File: src/rtl/taxi_eth_phy_10g_rx_gearbox.sv
// RX gearbox: repacks transceiver words (bit 0 earliest) into 66-bit 10GBASE-R blocks,
// dropping one buffered bit per rising edge of serdes_rx_bitslip.
module taxi_eth_phy_10g_rx_gearbox #(
    parameter int IN_W   = 32,
    parameter int DATA_W = 64,
    parameter int HDR_W  = 2
) (
    input  logic              clk,
    input  logic              rst,
    input  logic [IN_W-1:0]   in_data,
    input  logic              in_valid,
    output logic [DATA_W-1:0] serdes_rx_data,
    output logic [HDR_W-1:0]  serdes_rx_hdr,
    output logic              serdes_rx_valid,
    input  logic              serdes_rx_bitslip
);

    localparam int BUF_W = IN_W + 65;

    if (IN_W != 32 && IN_W != 64) begin : g_bad_in_w
        $fatal(1, "IN_W must be 32 or 64");
    end
    if (DATA_W != 64) begin : g_bad_data_w
        $fatal(1, "DATA_W must be 64");
    end
    if (HDR_W != 2) begin : g_bad_hdr_w
        $fatal(1, "HDR_W must be 2");
    end

    logic [BUF_W-1:0] buf_reg;
    logic [BUF_W-1:0] buf_next;
    logic [7:0]       cnt_reg;
    logic [7:0]       total;
    logic             slip_pending_reg;
    logic             bitslip_d_reg;
    logic             slip_now;
    logic             slip_pending_next;
    logic             emit;
    logic [65:0]      blk;

    // Bits above cnt_reg are always zero, so appending is a plain OR at the fill point.
    always_comb begin
        buf_next = buf_reg;
        total    = cnt_reg;
        if (in_valid) begin
            buf_next = buf_reg | ({{65{1'b0}}, in_data} << cnt_reg);
            total    = cnt_reg + 8'(IN_W);
        end

        slip_now          = slip_pending_reg | (serdes_rx_bitslip & ~bitslip_d_reg);
        slip_pending_next = slip_now;
        if (slip_now && total != 8'd0) begin
            buf_next          = buf_next >> 1;
            total             = total - 8'd1;
            slip_pending_next = 1'b0;
        end

        emit = total >= 8'd66;
        blk  = buf_next[65:0];
        if (emit) begin
            buf_next = buf_next >> 66;
            total    = total - 8'd66;
        end
    end

    always_ff @(posedge clk) begin
        if (rst) begin
            buf_reg          <= '0;
            cnt_reg          <= '0;
            slip_pending_reg <= 1'b0;
            bitslip_d_reg    <= 1'b0;
            serdes_rx_valid  <= 1'b0;
            serdes_rx_data   <= '0;
            serdes_rx_hdr    <= '0;
        end else begin
            buf_reg          <= buf_next;
            cnt_reg          <= total;
            slip_pending_reg <= slip_pending_next;
            bitslip_d_reg    <= serdes_rx_bitslip;
            serdes_rx_valid  <= emit;
            // Data outputs hold their last block between valid pulses.
            if (emit) begin
                serdes_rx_hdr  <= blk[HDR_W-1:0];
                serdes_rx_data <= blk[HDR_W +: DATA_W];
            end
        end
    end

endmodule

File: config.mk
export PLATFORM = sky130hd
export DESIGN_NAME = taxi_eth_phy_10g_rx_gearbox
export DESIGN_NICKNAME = d
export VERILOG_FILES = /design/src/rtl/taxi_eth_phy_10g_rx_gearbox.sv
export SDC_FILE = /design/constraint.sdc
export NUM_CORES = 1
export LEC_CHECK = 0
export CAP_MARGIN = 25
export CORE_UTILIZATION = 52
export DETAILED_ROUTE_END_ITERATION = 6
export GPL_TIMING_DRIVEN = 0
export PLACE_DENSITY_LB_ADDON = 0.12
export SYNTH_ARGS = -nofsm -noshare
export SYNTH_HDL_FRONTEND = slang
export SYNTH_SLANG_ARGS = --single-unit
File: constraint.sdc
create_clock -name clk -period 4.2 [get_ports clk]
set_clock_uncertainty 0.15 [all_clocks]
set_input_delay 0.84 -clock clk [delete_from_list [all_inputs] [get_ports clk]]
set_output_delay 0.84 -clock clk [all_outputs]
set_load 0.01 [all_outputs]
==> results.py, run 1 <==
metrics = {
    "clocking": {
        "clk_path_buf_depth": 2,
        "htree_num_levels": 4,
        "cts_made_buffers": 17,
        "insertion_delay_ns": 0.45,
        "clk_pin_slew_ns": 0.08,
        "root_buffer": "clkbuf_16",
        "cts_sinks": 174,
        "cts_tree": "done",
    },
    "die": {
        "io_pins": 103,
        "die_width_um": 148,
        "start_util_pct": 53.0,
        "fp.coreArea_mm2": 0.0210,
        "die_y_um": 148,
        "dieArea_mm2": 0.0220,
        "fp-row-count": 53,
    },
    "critical_path": {
        "crit_fanout": 11,
        "crit_arrival_ns": 4.38,
        "worst-setup-path-type": "reg2reg",
        "end_kind": "flip-flop",
        "worstReg2RegStart": "cnt_reg[0]",
        "cp.required_ns": 4.43,
        "crit_path_start": "cnt_reg[0]",
        "cp-start-kind": "flip-flop",
    },
    "synth": {
        "syn_area_mm2": 0.0111,
        "synth-async-reset-ratio_pct": 0,
        "synth_top_area_cell": "dfxtp_1",
        "synth_seq_cells": 174,
        "synth_edf_count": 0,
        "ys_types": 85,
        "synthTopCellsByArea": "dfxtp_1, mux4_2, mux2i_1, nor2_1, nand2_1",
        "synth_most_common_cell": "dfxtp_1",
        "synthTopCellsByCount": "dfxtp_1, nor2_1, nand2_1",
        "synthCells": 1349,
        "synth_warnings": 0,
        "netlist.area_leader.share_pct": 31.4,
        "synth_ff_type": "dfxtp_1",
        "syn_nets": 1389,
        "syn-mean-instance-area_um2": 8.24,
        "yosysSeqAreaShare_pct": 31.4,
    },
    "layout": {
        "syn_to_final_growth_pct": 18.9,
        "seq_area_mm2": 0.00348,
        "num-fill-cells": 1825,
        "final_cells": 1767,
        "drive_above_1_share_pct": 14.3,
        "multi_input_area_mm2": 0.00702,
        "largest_reg_flops": 97,
        "final_nets": 1517,
    },
    "grt": {
        "grt.overflow.total": 0,
        "antenna_found_initial": 1,
        "grt_pass1_wl_mm": 79.1,
        "grtUsageTotal_pct": 50.0,
        "grt_pass1_vias": 12200,
        "grt_max_degree": 20,
    },
    "worst_hold_path": {
        "hp-class": "reg2reg",
        "hold_start": "serdes_rx_data[43]",
    },
    "place": {
        "hpwlAfterDp_mm": 41.5,
        "place_inst": 1728,
        "io_buffer_count": 100,
        "gp_congestion": 1.11,
    },
    "pwr": {
        "max-vdd-ir-drop_uv": 717,
        "power_density_mw_per_mm2": 927,
        "p_leak_nw": 4.94,
        "total_power_mw": 12.2,
    },
    "routing": {
        "routed_wirelength_mm": 55.0,
        "drc": 6,
        "first_pass_iters": 7,
        "drt_iter0_markers": 2038,
        "route.vias.total": 12700,
        "vias_per_cell": 7.19,
        "wl_per_cell_um": 31.1,
        "ant_nets": 0,
    },
    "timing": {
        "max-slew-margin-rel_pct": 20.4,
        "fin_crit_sh_pct": 98.7,
        "final_max_slew_viol_count": 0,
        "final.min_clock_period_ns": 4.15,
        "hold_viol": 0,
        "hold_ws_ns": 0.302,
        "rsz0062_at_grt": "no",
        "clock.fmax_ghz": 0.241,
        "setup_viol": 0,
        "tightestPinTransition_ns": 1.16,
        "finalSetupTns_ns": 0,
    },
    "outcome": {
        "violations": "DRC",
        "outcome": "finished, violations left",
    },
    "job": {
        "cap_viol_max_count": 0,
    },
}
==> metal layers <==
metal / up-vias / track usage (%) / routed length, um
met3: 306 / 16.0 / 7600
met1: 5952 / 60.4 / 19800
met5: - / 0 / 0
met4: 0 / 35.6 / 4350
met2: 1224 / 75.1 / 23300
li1: 5219 / - / -
==> cell usage in the layout, fill, tap and decap left out, drive strengths merged, types with 8 or more instances in the layout <==
master	n
o211ai	17
a21o	10
o22ai	17
mux2	36
a31oi	26
nand3	23
and2	23
a211oi	22
a21oi	113
o2bb2ai	16
and3	10
nand2b	16
buf	72
nor2b	8
a2111oi	8
mux2i	63
inv	22
clkdlybuf4s50	100
dfxtp	174
clkbuf	75
a22oi	8
a22o	14
nor2	156
o21ai	76
nand3b	14
xnor2	8
a221oi	8
or3	9
nand2	153
nor3	51
mux4	39
==> final timing paths <==
path	end	slack (ns)	cells after the start
max	buf_reg[8]	0.05	11
max reg2reg	buf_reg[8]	0.05	11
min	serdes_rx_data[43]	0.30	2
min reg2reg	serdes_rx_data[43]	0.30	2
==> worst max-delay path: stages (launching register included) <==
cell	delay, ns
dfxtp_1	0.30
buf_4	0.19
clkinv_1	0.17
buf_2	0.33
ha_1	0.25
and3_1	0.28
a21o_1	0.30
clkbuf_1	0.68
clkbuf_2	0.58
buf_2	0.46
o211ai_1	0.21
a21oi_1	0.17
==> metrics by stage <==
stage / instance area, um^2 / worst slack [ns] / utilization, %
after detailed placement: 12500 / -0.627 / 59.5
after global routing: 13200 / 0.0785 / 63.0
after global placement: 12500 / -0.629 / 59.4
after CTS: 13200 / 0.0968 / 62.9
final: 13200 / 0.0543 / 63.0
after floorplan: 11100 / 0.780 / -
==> kinds of logic after synthesis <==
| group | after synthesis | share of synthesized area (%) |
|---|---|---|
| buffers and inverters | 138 | 5.64 |
| adders and majority gates | 4 | 0.451 |
| xor gates and xnor gates | 10 | 0.788 |
| AOI/OAI and AO/OA | 397 | 23.9 |
| muxes | 138 | 17.4 |
| and+or+nand+nor | 488 | 20.5 |
| DFF | 174 | 31.4 |
==> repair_timing <==
action                                  4_1_cts  5_1_grt
setup buffers                                 5        0
gates resized for setup                      14       11
endpoints found under the setup margin      163       25
hold buffers                                  0        0
pin swaps                                     2        0
==> report_power, final <==
| group | leakage (nW) | switching [mW] | total, mW | internal, mW |
|---|---|---|---|---|
| combinational | 3.21 | 5.25 | 7.90 | 2.65 |
| sequential | 1.42 | 0.317 | 2.59 | 2.27 |
| clock | 0.307 | 0.812 | 1.75 | 0.939 |
| total | 4.94 | 6.38 | 12.2 | 5.86 |
==> cell type report <==
cell class | count | share of cell area, %
Multi-Input combinational cell | 1037 | 53.2
Inverter | 19 | 0.540
Tap cell | 275 | 2.61
Clock inverter | 12 | 1.33
Timing Repair Buffer | 111 | 8.23
Buffer | 117 | 4.28
Antenna cell | 3 | 0.0568
Clock buffer | 19 | 3.43
Sequential cell | 174 | 26.4
No activity file was read; power rests on OpenSTA's default activity.
==> run 2, diff against run 1 <==
PLACE_DENSITY = 0.77   (was not set)
PLACE_DENSITY_LB_ADDON = not set   (was 0.12)
==> run 2 against run 1 <==
The flow finishes with violations (DRC, setup timing). Power is 1.4% lower. Critical path type is now in2reg. Worst setup slack worse by 0.11 ns. Combinational power is 1% lower. First-iteration DRC count is 19% lower. Die area stayed put. Cell area is 0.15% lower.
==> results.py, run 2 (synthesis gave the netlist of run 1 again) <==
metrics = {
    "pwr": {
        "p_int_mw": 5.74,
        "combPwrFrac_pct": 64.7,
        "pwr-share-clk_pct": 13.9,
        "swShare_pct": 52.5,
        "max-vdd-ir-drop_uv": 799,
        "p_leak_nw": 4.93,
        "p_sw_mw": 6.33,
        "power_density_mw_per_mm2": 916,
        "p_seq_share_pct": 21.4,
        "total_power_mw": 12.1,
    },
    "timing": {
        "hold_ws_ns": 0.303,
        "final.min_clock_period_ns": 4.25,
        "tightestPinTransition_ns": 1.18,
        "rsz0062_at_grt": "no",
        "max-slew-margin-rel_pct": 20.6,
        "hold_viol": 0,
        "final_max_slew_viol_count": 0,
        "setup_viol": 2,
        "clock.fmax_ghz": 0.235,
        "setup_ws_ns": -0.0538,
        "fin_crit_sh_pct": 101,
    },
    "clocking": {
        "cts_sinks": 174,
        "root_buffer": "clkbuf_16",
        "cts_tree": "done",
        "clk_path_buf_depth": 2,
        "htree_num_levels": 4,
        "cts_made_buffers": 17,
        "clk_pin_slew_ns": 0.08,
        "insertion_delay_ns": 0.46,
    },
    "die": {
        "die_y_um": 148,
        "dieArea_mm2": 0.0220,
        "io_pins": 103,
        "die_width_um": 148,
        "start_util_pct": 53.0,
        "fp.coreArea_mm2": 0.0210,
        "fp-row-count": 53,
    },
    "critical_path": {
        "reg2reg_slack_ns": 0,
        "crit_fanout": 10,
        "crit_family": "buffers and inverters",
        "cp-start-kind": "primary input",
        "end_kind": "flip-flop",
        "cpMostUsedCell": "o21ai_0",
        "crit_arrival_ns": 4.49,
        "slowest_delay_ns": 0.60,
        "worstReg2RegStart": "cnt_reg[1]",
        "cp.required_ns": 4.44,
        "crit_path_start": "in_valid",
        "slowest_stage": "clkbuf_1",
        "cp.buffers_inverters": 3,
        "worst-setup-path-type": "in2reg",
        "critical_path.cell_chain": "clkdlybuf4s50_1 > buf_2 > nor2b_2 > nand2_1 > nor2_1 > clkbuf_1 > a31oi_1 > o21ai_0 > o21ai_0 > o2bb2ai_1",
    },
    "routing": {
        "drt_iter0_markers": 1651,
        "drc": 4,
        "wl_per_cell_um": 30.4,
        "route.vias.total": 12500,
        "first_pass_iters": 7,
        "ant_nets": 0,
        "vias_per_cell": 7.09,
        "routed_wirelength_mm": 53.6,
    },
    "place": {
        "gp_congestion": 1.11,
        "io_buffer_count": 100,
        "dpl_cell_area_mm2": 0.0125,
        "hpwlAfterDp_mm": 40.6,
    },
    "grt": {
        "grt_pass1_wl_mm": 76.8,
        "grt_max_degree": 21,
        "grt_pass1_vias": 11800,
        "grt.overflow.total": 0,
        "antenna_found_initial": 0,
        "grtUsageTotal_pct": 48.5,
    },
    "layout": {
        "fin_area_mm2": 0.0132,
        "num-fill-cells": 1860,
        "final_nets": 1515,
        "syn_to_final_growth_pct": 18.7,
        "largest_reg_flops": 97,
        "diodes": 0,
        "final_cell_mix": "dfxtp_1, nor2_1, nand2_1",
        "drive_above_1_share_pct": 14.5,
        "layout_commonest_cell": "dfxtp_1",
    },
    "worst_hold_path": {
        "hold_start": "serdes_rx_data[22]",
        "hp-class": "reg2reg",
    },
    "outcome": {
        "outcome": "finished, violations left",
        "violations": "DRC, setup timing",
    },
    "job": {
        "cap_viol_max_count": 0,
    },
}
run 2: cell types whose count changed in the layout (fill, tap and decap cells not counted), sizes merged:
cell	previous run	this run
clkbuf	75	74
bufinv	2	0
diode	3	0
clkinv	7	11
clkinvlp	0	1
buf	72	69
run 2: path summary, 6_finish.rpt:
path	cells after the start	endpoint
max	10	serdes_rx_data[61]
min reg2reg	2	serdes_rx_data[22]
min	2	serdes_rx_data[22]
max reg2reg	12	serdes_rx_data[53]
run 2: routing by layer:
| layer | vias up | global-route usage, % | wire (um) |
|---|---|---|---|
| met2 | 1085 | 71.7 | 22500 |
| met1 | 5871 | 59.4 | 19600 |
| met5 | - | 1.14 | 0 |
| met4 | 0 | 38.1 | 4650 |
| li1 | 5224 | - | - |
| met3 | 323 | 13.5 | 6780 |
run 2: per-stage QoR:
| stage | utilization, % | instances | setup slack (ns) | setup TNS, ns |
|---|---|---|---|---|
| 2_1_floorplan | - | 1349 | 0.780 | 0 |
| 3_3_place_gp | 59.4 | 1724 | -0.629 | -30.74 |
| 3_5_place_dp | 59.5 | 1726 | -0.649 | -46.29 |
| 4_1_cts | 62.9 | 1763 | 0.0472 | 0 |
| 5_1_grt | 62.9 | 1763 | 0.0115 | 0 |
| 6_report | 62.9 | 1763 | -0.0538 | -0.0879 |
run 2: timing repair:
item,4_1_cts,5_1_grt
hold buffers,0,0
setup buffers,5,0
pin swaps,2,0
gates resized for setup,21,10
endpoints found under the setup margin,167,155
run 2: cell type report:
cell class	instances	area, um^2	share of cell area [%]
inverter	19	71.3	0.541
tap	275	344	2.61
buffer	118	584	4.43
timing repair buffer	108	1070	8.14
multi-input combinational	1037	7020	53.2
clock inverter	15	185	1.40
sequential	174	3480	26.4
clock buffer	17	425	3.23
run 2: worst register-to-register path: cells and delay by family (launching register included):
kind / cells / cell delay, ns
simple gates: 1 / 0.27
flops: 1 / 0.31
fa+ha+maj: 1 / 0.23
buf+inv: 7 / 2.52
compound gates: 3 / 0.64
run 2: power by group through the flow:
stage / registers (mW) / clock network, mW / logic [mW]
after floorplan: 2.67 / 0 / 4.33
after global placement: 2.59 / 0 / 7.25
after detailed placement: 2.61 / 0 / 7.31
after CTS: 2.57 / 1.65 / 7.41
after global routing: 2.64 / 1.71 / 8.03
final: 2.59 / 1.68 / 7.81
